===== src/rtl/seq_det_moore.sv =====
// Moore serial detector for PATTERN (KMP failure transitions), registered detect, saturating det_count; SEQ_DET_OVERLAP_EN selects overlapping matches.
// Latency: detect rises the cycle after the final pattern bit's edge; one bit per clock, no backpressure (din_valid=0 holds all state).
module seq_det_moore #(
    parameter logic [7:0] PATTERN = 8'b0000_1011,
    parameter int         PAT_LEN = 4,
    parameter int         CNT_W   = 8
) (
    input  logic             clk,
    input  logic             rst,
    input  logic             din,
    input  logic             din_valid,
    input  logic             cnt_clr,
    output logic             detect,
    output logic [3:0]       state,
    output logic [CNT_W-1:0] det_count
);

    if (PAT_LEN < 1 || PAT_LEN > 8) begin : g_bad_pat_len
        $error("seq_det_moore: PAT_LEN=%0d outside legal range 1..8", PAT_LEN);
    end

    localparam int PL = (PAT_LEN < 1) ? 1 : ((PAT_LEN > 8) ? 8 : PAT_LEN);

`ifdef SEQ_DET_OVERLAP_EN
    localparam bit OVERLAP = 1'b1;
`else
    localparam bit OVERLAP = 1'b0;
`endif

    typedef enum logic [3:0] {
        S0 = 4'd0, S1 = 4'd1, S2 = 4'd2, S3 = 4'd3, S4 = 4'd4,
        S5 = 4'd5, S6 = 4'd6, S7 = 4'd7, S8 = 4'd8
    } state_t;

    // Longest pattern prefix that is a suffix of (matched prefix, b), per state.
    function automatic logic [15:0][3:0] build_next(input logic b);
        logic [15:0][3:0] t;
        logic [8:0]       s;
        logic             ok;
        int               kk;
        int               best;
        t = '0;
        for (int k = 0; k <= PL; k++) begin
            kk = (k == PL) ? (OVERLAP ? PL : 0) : k;
            s  = '0;
            for (int i = 0; i < kk; i++) s[i] = PATTERN[PL-1-i];
            s[kk] = b;
            best = 0;
            for (int j = 1; j <= PL; j++) begin
                if (j <= kk + 1) begin
                    ok = 1'b1;
                    for (int i = 0; i < j; i++)
                        if (s[kk+1-j+i] != PATTERN[PL-1-i]) ok = 1'b0;
                    if (ok) best = j;
                end
            end
            t[k] = 4'(best);
        end
        return t;
    endfunction

    localparam logic [15:0][3:0] NXT0    = build_next(1'b0);
    localparam logic [15:0][3:0] NXT1    = build_next(1'b1);
    localparam logic [3:0]       PL4     = 4'(PL);
    localparam logic [CNT_W-1:0] CNT_MAX = '1;

    state_t state_q;
    state_t nxt;

    always_comb begin
        nxt = state_q;
        if (din) nxt = state_t'(NXT1[state_q]);
        else     nxt = state_t'(NXT0[state_q]);
    end

    always_ff @(posedge clk or negedge rst) begin
        if (!rst) begin
            state_q   <= S0;
            detect    <= 1'b0;
            det_count <= '0;
        end else begin
            if (din_valid) begin
                state_q <= nxt;
                detect  <= (nxt == PL4);
            end
            // Clear has priority over a coincident detection.
            if (cnt_clr)
                det_count <= '0;
            else if (din_valid && nxt == PL4 && det_count != CNT_MAX)
                det_count <= det_count + 1'b1;
        end
    end

    assign state = state_q;

endmodule


===== config.mk =====
export PLATFORM = sky130hd
export DESIGN_NAME = seq_det_moore
export DESIGN_NICKNAME = d
export VERILOG_FILES = /design/src/rtl/seq_det_moore.sv
export SDC_FILE = /design/constraint.sdc
export NUM_CORES = 1
export LEC_CHECK = 0
export ABC_AREA = 1
export CORE_MARGIN = 3
export CORE_UTILIZATION = 35
export CTS_CLUSTER_SIZE = 25
export DETAILED_ROUTE_END_ITERATION = 10
export PLACE_DENSITY_LB_ADDON = 0.05
export SLEW_MARGIN = 20
export SYNTH_ARGS = -nofsm -noshare
export SYNTH_HDL_FRONTEND = slang
export SYNTH_SLANG_ARGS = --single-unit

===== constraint.sdc =====
create_clock -name clk -period 2.2 [get_ports clk]
set_input_delay 0.66 -clock clk [delete_from_list [all_inputs] [get_ports clk]]
set_output_delay 0.66 -clock clk [all_outputs]
set_load 0.01 [all_outputs]

==> run metrics <==
run status=completed; Critical Path Start=det_count[5]; CORE AREA=1783 um2; antenna violations before repair=0; Non-Filler Instances=roughly 130; share of layout cells above drive strength 1=11.93%; unrepaired setup endpoints after global routing=false; CP startpoint kind=register; largest cells by area after synthesis=dfrtp_1 44%, nand2_1 17%, nand4_1 5.5%, inv_1 5.0%, nand3_1 4.4%; Pleak=0.4065 nW; first-pass GRT wire length=between 2000 and 3000 um; Hold Crit Class=register to register; Worst Max-Slew Pin Slew=0.5696 ns; Synth Instances=a little over 90; max_slew headroom=61.91%; Worst VDD drop=289.0 uV; DP Area=862.1 um2; Vias=608; worst flop-to-flop path startpoint=det_count[0]; die height=50.02 um; endpoints failing hold=0; Max Clock Freq=503.7 MHz; most frequent cells in the layout=31 x nand2_1, 16 x clkdlybuf4s50_1, 12 x dfrtp_1; DR pass1 iterations=4; Mean Syn Cell Area=7.452 um2; Die Span X=50.02 um; DRT Wirelength=approximately 1500 um; Via density=4.537; CP Data Arrival Time=1.33 ns; Setup violations, final=0; FF-to-FF setup slack=0.86 ns; Post-CTS Resized=0; Port Buffers=16; Clock Skew=0.007325 ns; CTS tree=yes; H-tree Lvls=1; design area=884.6 um2; Starting Density=38.04%; Max-Cap Viols=0; fillcell total=179; hold buffers post-CTS=0; ant diodes=0; most common cell after layout, fill and taps aside=nand2_1; Crit Path Max Fanout=8; post-CTS setup buffer count=0; final setup TNS=0 ns; area leader, netlist=dfrtp_1; Placer Congestion=0.8414; R2R Path End=det_count[7]; Power Total=427.7 uW; Clock Latency Late Sink=between 0.2 and 0.3 ns; drt wl/cell=~11 um; reg2reg path depth=9; Critical Path End Type=output port; CTS sink count=12; DRC violations left=0; die area=2502 um2; crit path buf inv count=1; crit path to=det_count[5]; fin crit period=roughly 2.0 ns; dpl hpwl=1114 um; WP depth=1; Row Count=15; Yosys Warn Count=0; Top delay family on crit path=buffers and inverters; worst path cell trace=clkdlybuf4s50_1; Final Slew Violations=0; mapped cell area=678.2 um2; Synth cell types=21; antenna-violating nets left=0; register area share after synthesis=44.28%; Initial DRC Count=13; CTS Buffer Depth=2; Ports=18; fin crit share=90.24%; Worst-path clk slew=0.08 ns; Placed Cells=131; Yosys reg bits=12; number of global-route vias before repair=603; Crit Path Class=register to output port; GRT Overall Usage=between 10 and 15%; Synth top area share=44.28%; CTS Root Cell=clkbuf_4; Pwr Density=483.5 nW/um2; largest net degree at the start of global routing=13; CP max stage delay=0.58 ns; Nets=117; TritonCTS Buffers=3; GRT overflow=0; Area growth syn-to-layout=30.44%; Req. time, crit path=between 1.5 and 2 ns; slowest CP cell=clkdlybuf4s50_1; Post-Syn Nets=97
==> worst min-delay path by stage <==
| stage | startpoint | slack, ns | cells after the start | to |
|---|---|---|---|---|
| final | detect | 0.49 | 2 | detect |
| after detailed placement | detect | 0.48 | 2 | detect |
| after floorplan | rst | 0.36 | 0 | det_count[0] |
| after global routing | detect | 0.53 | 2 | detect |
| after global placement | detect | 0.47 | 2 | detect |
| after CTS | detect | 0.50 | 2 | detect |
==> logic make-up after synthesis <==
group / after synthesis / share of synthesized area (%)
other: 1 / 0.5530
xor gates and xnor gates: 1 / 1.292
DFF: 12 / 44.28
AOI/OAI and AO/OA: 7 / 6.273
buffers and inverters: 14 / 9.041
adders and majority gates: 1 / 1.845
and+or+nand+nor: 55 / 36.72
==> metrics by stage <==
step | setup WS, ns | hold slack [ns] | utilization [%]
2_1_floorplan | 0.9266 | 0.3644 | -
3_3_place_gp | 0.3112 | 0.4669 | 48.35
6_report | 0.2148 | 0.4895 | 49.61
4_1_cts | 0.2002 | 0.5022 | 49.61
3_5_place_dp | 0.2940 | 0.4834 | 48.35
5_1_grt | 0.1445 | 0.5308 | 49.61
==> report_power, final <==
part	leakage [nW]	internal (mW)	switching, mW
logic	0.228	0.0261	0.0307
clock network	0.0138	0.0632	0.0735
registers	0.165	0.227	0.00691
==> tightest hold or removal path, stage by stage, from the launching register on <==
cell and delay, ns:
dfrtp_1 0.35, nand2_1 0.05, nand2_1 0.06
==> flip-flops by register name (all words and copies together), names as in the netlist <==
signal / count
detect: 1
det_count: 8
state: 3
==> synthesized netlist by cell type <==
cell type,count
or2_2,2
xor2_1,1
o32ai_1,1
nand3_1,6
o21ai_1,1
inv_1,9
nand2_4,1
nor2_1,6
nand2_1,31
conb_1,1
o21ai_0,3
nor2_2,2
a31oi_1,1
clkinv_4,1
o21bai_1,1
dfrtp_1,12
nand2_2,1
buf_4,1
inv_2,3
nand4_1,6
ha_1,1
==> final cells by class <==
| class | count | area (um2) | area share, % |
|---|---|---|---|
| inverters | 13 | 53.80 | 6.082 |
| repair buffers | 16 | 160.2 | 18.10 |
| flip-flops and latches | 12 | 300.3 | 33.95 |
| well taps | 25 | 31.28 | 3.536 |
| clock buffers | 3 | 22.52 | 2.546 |
| multi-input cells | 65 | 316.6 | 35.79 |
==> metal layers <==
layer | part of all wire, % | GRT usage, % | vias to the layer above
li1 | - | - | 330
met1 | 53 | 19.44 | 268
met2 | 43 | 20.65 | 8
met3 | 3.0 | 3.021 | 2
met4 | 0.90 | 6.912 | 0
met5 | 0 | 0 | -
No activity file was read; power rests on OpenSTA's default activity.
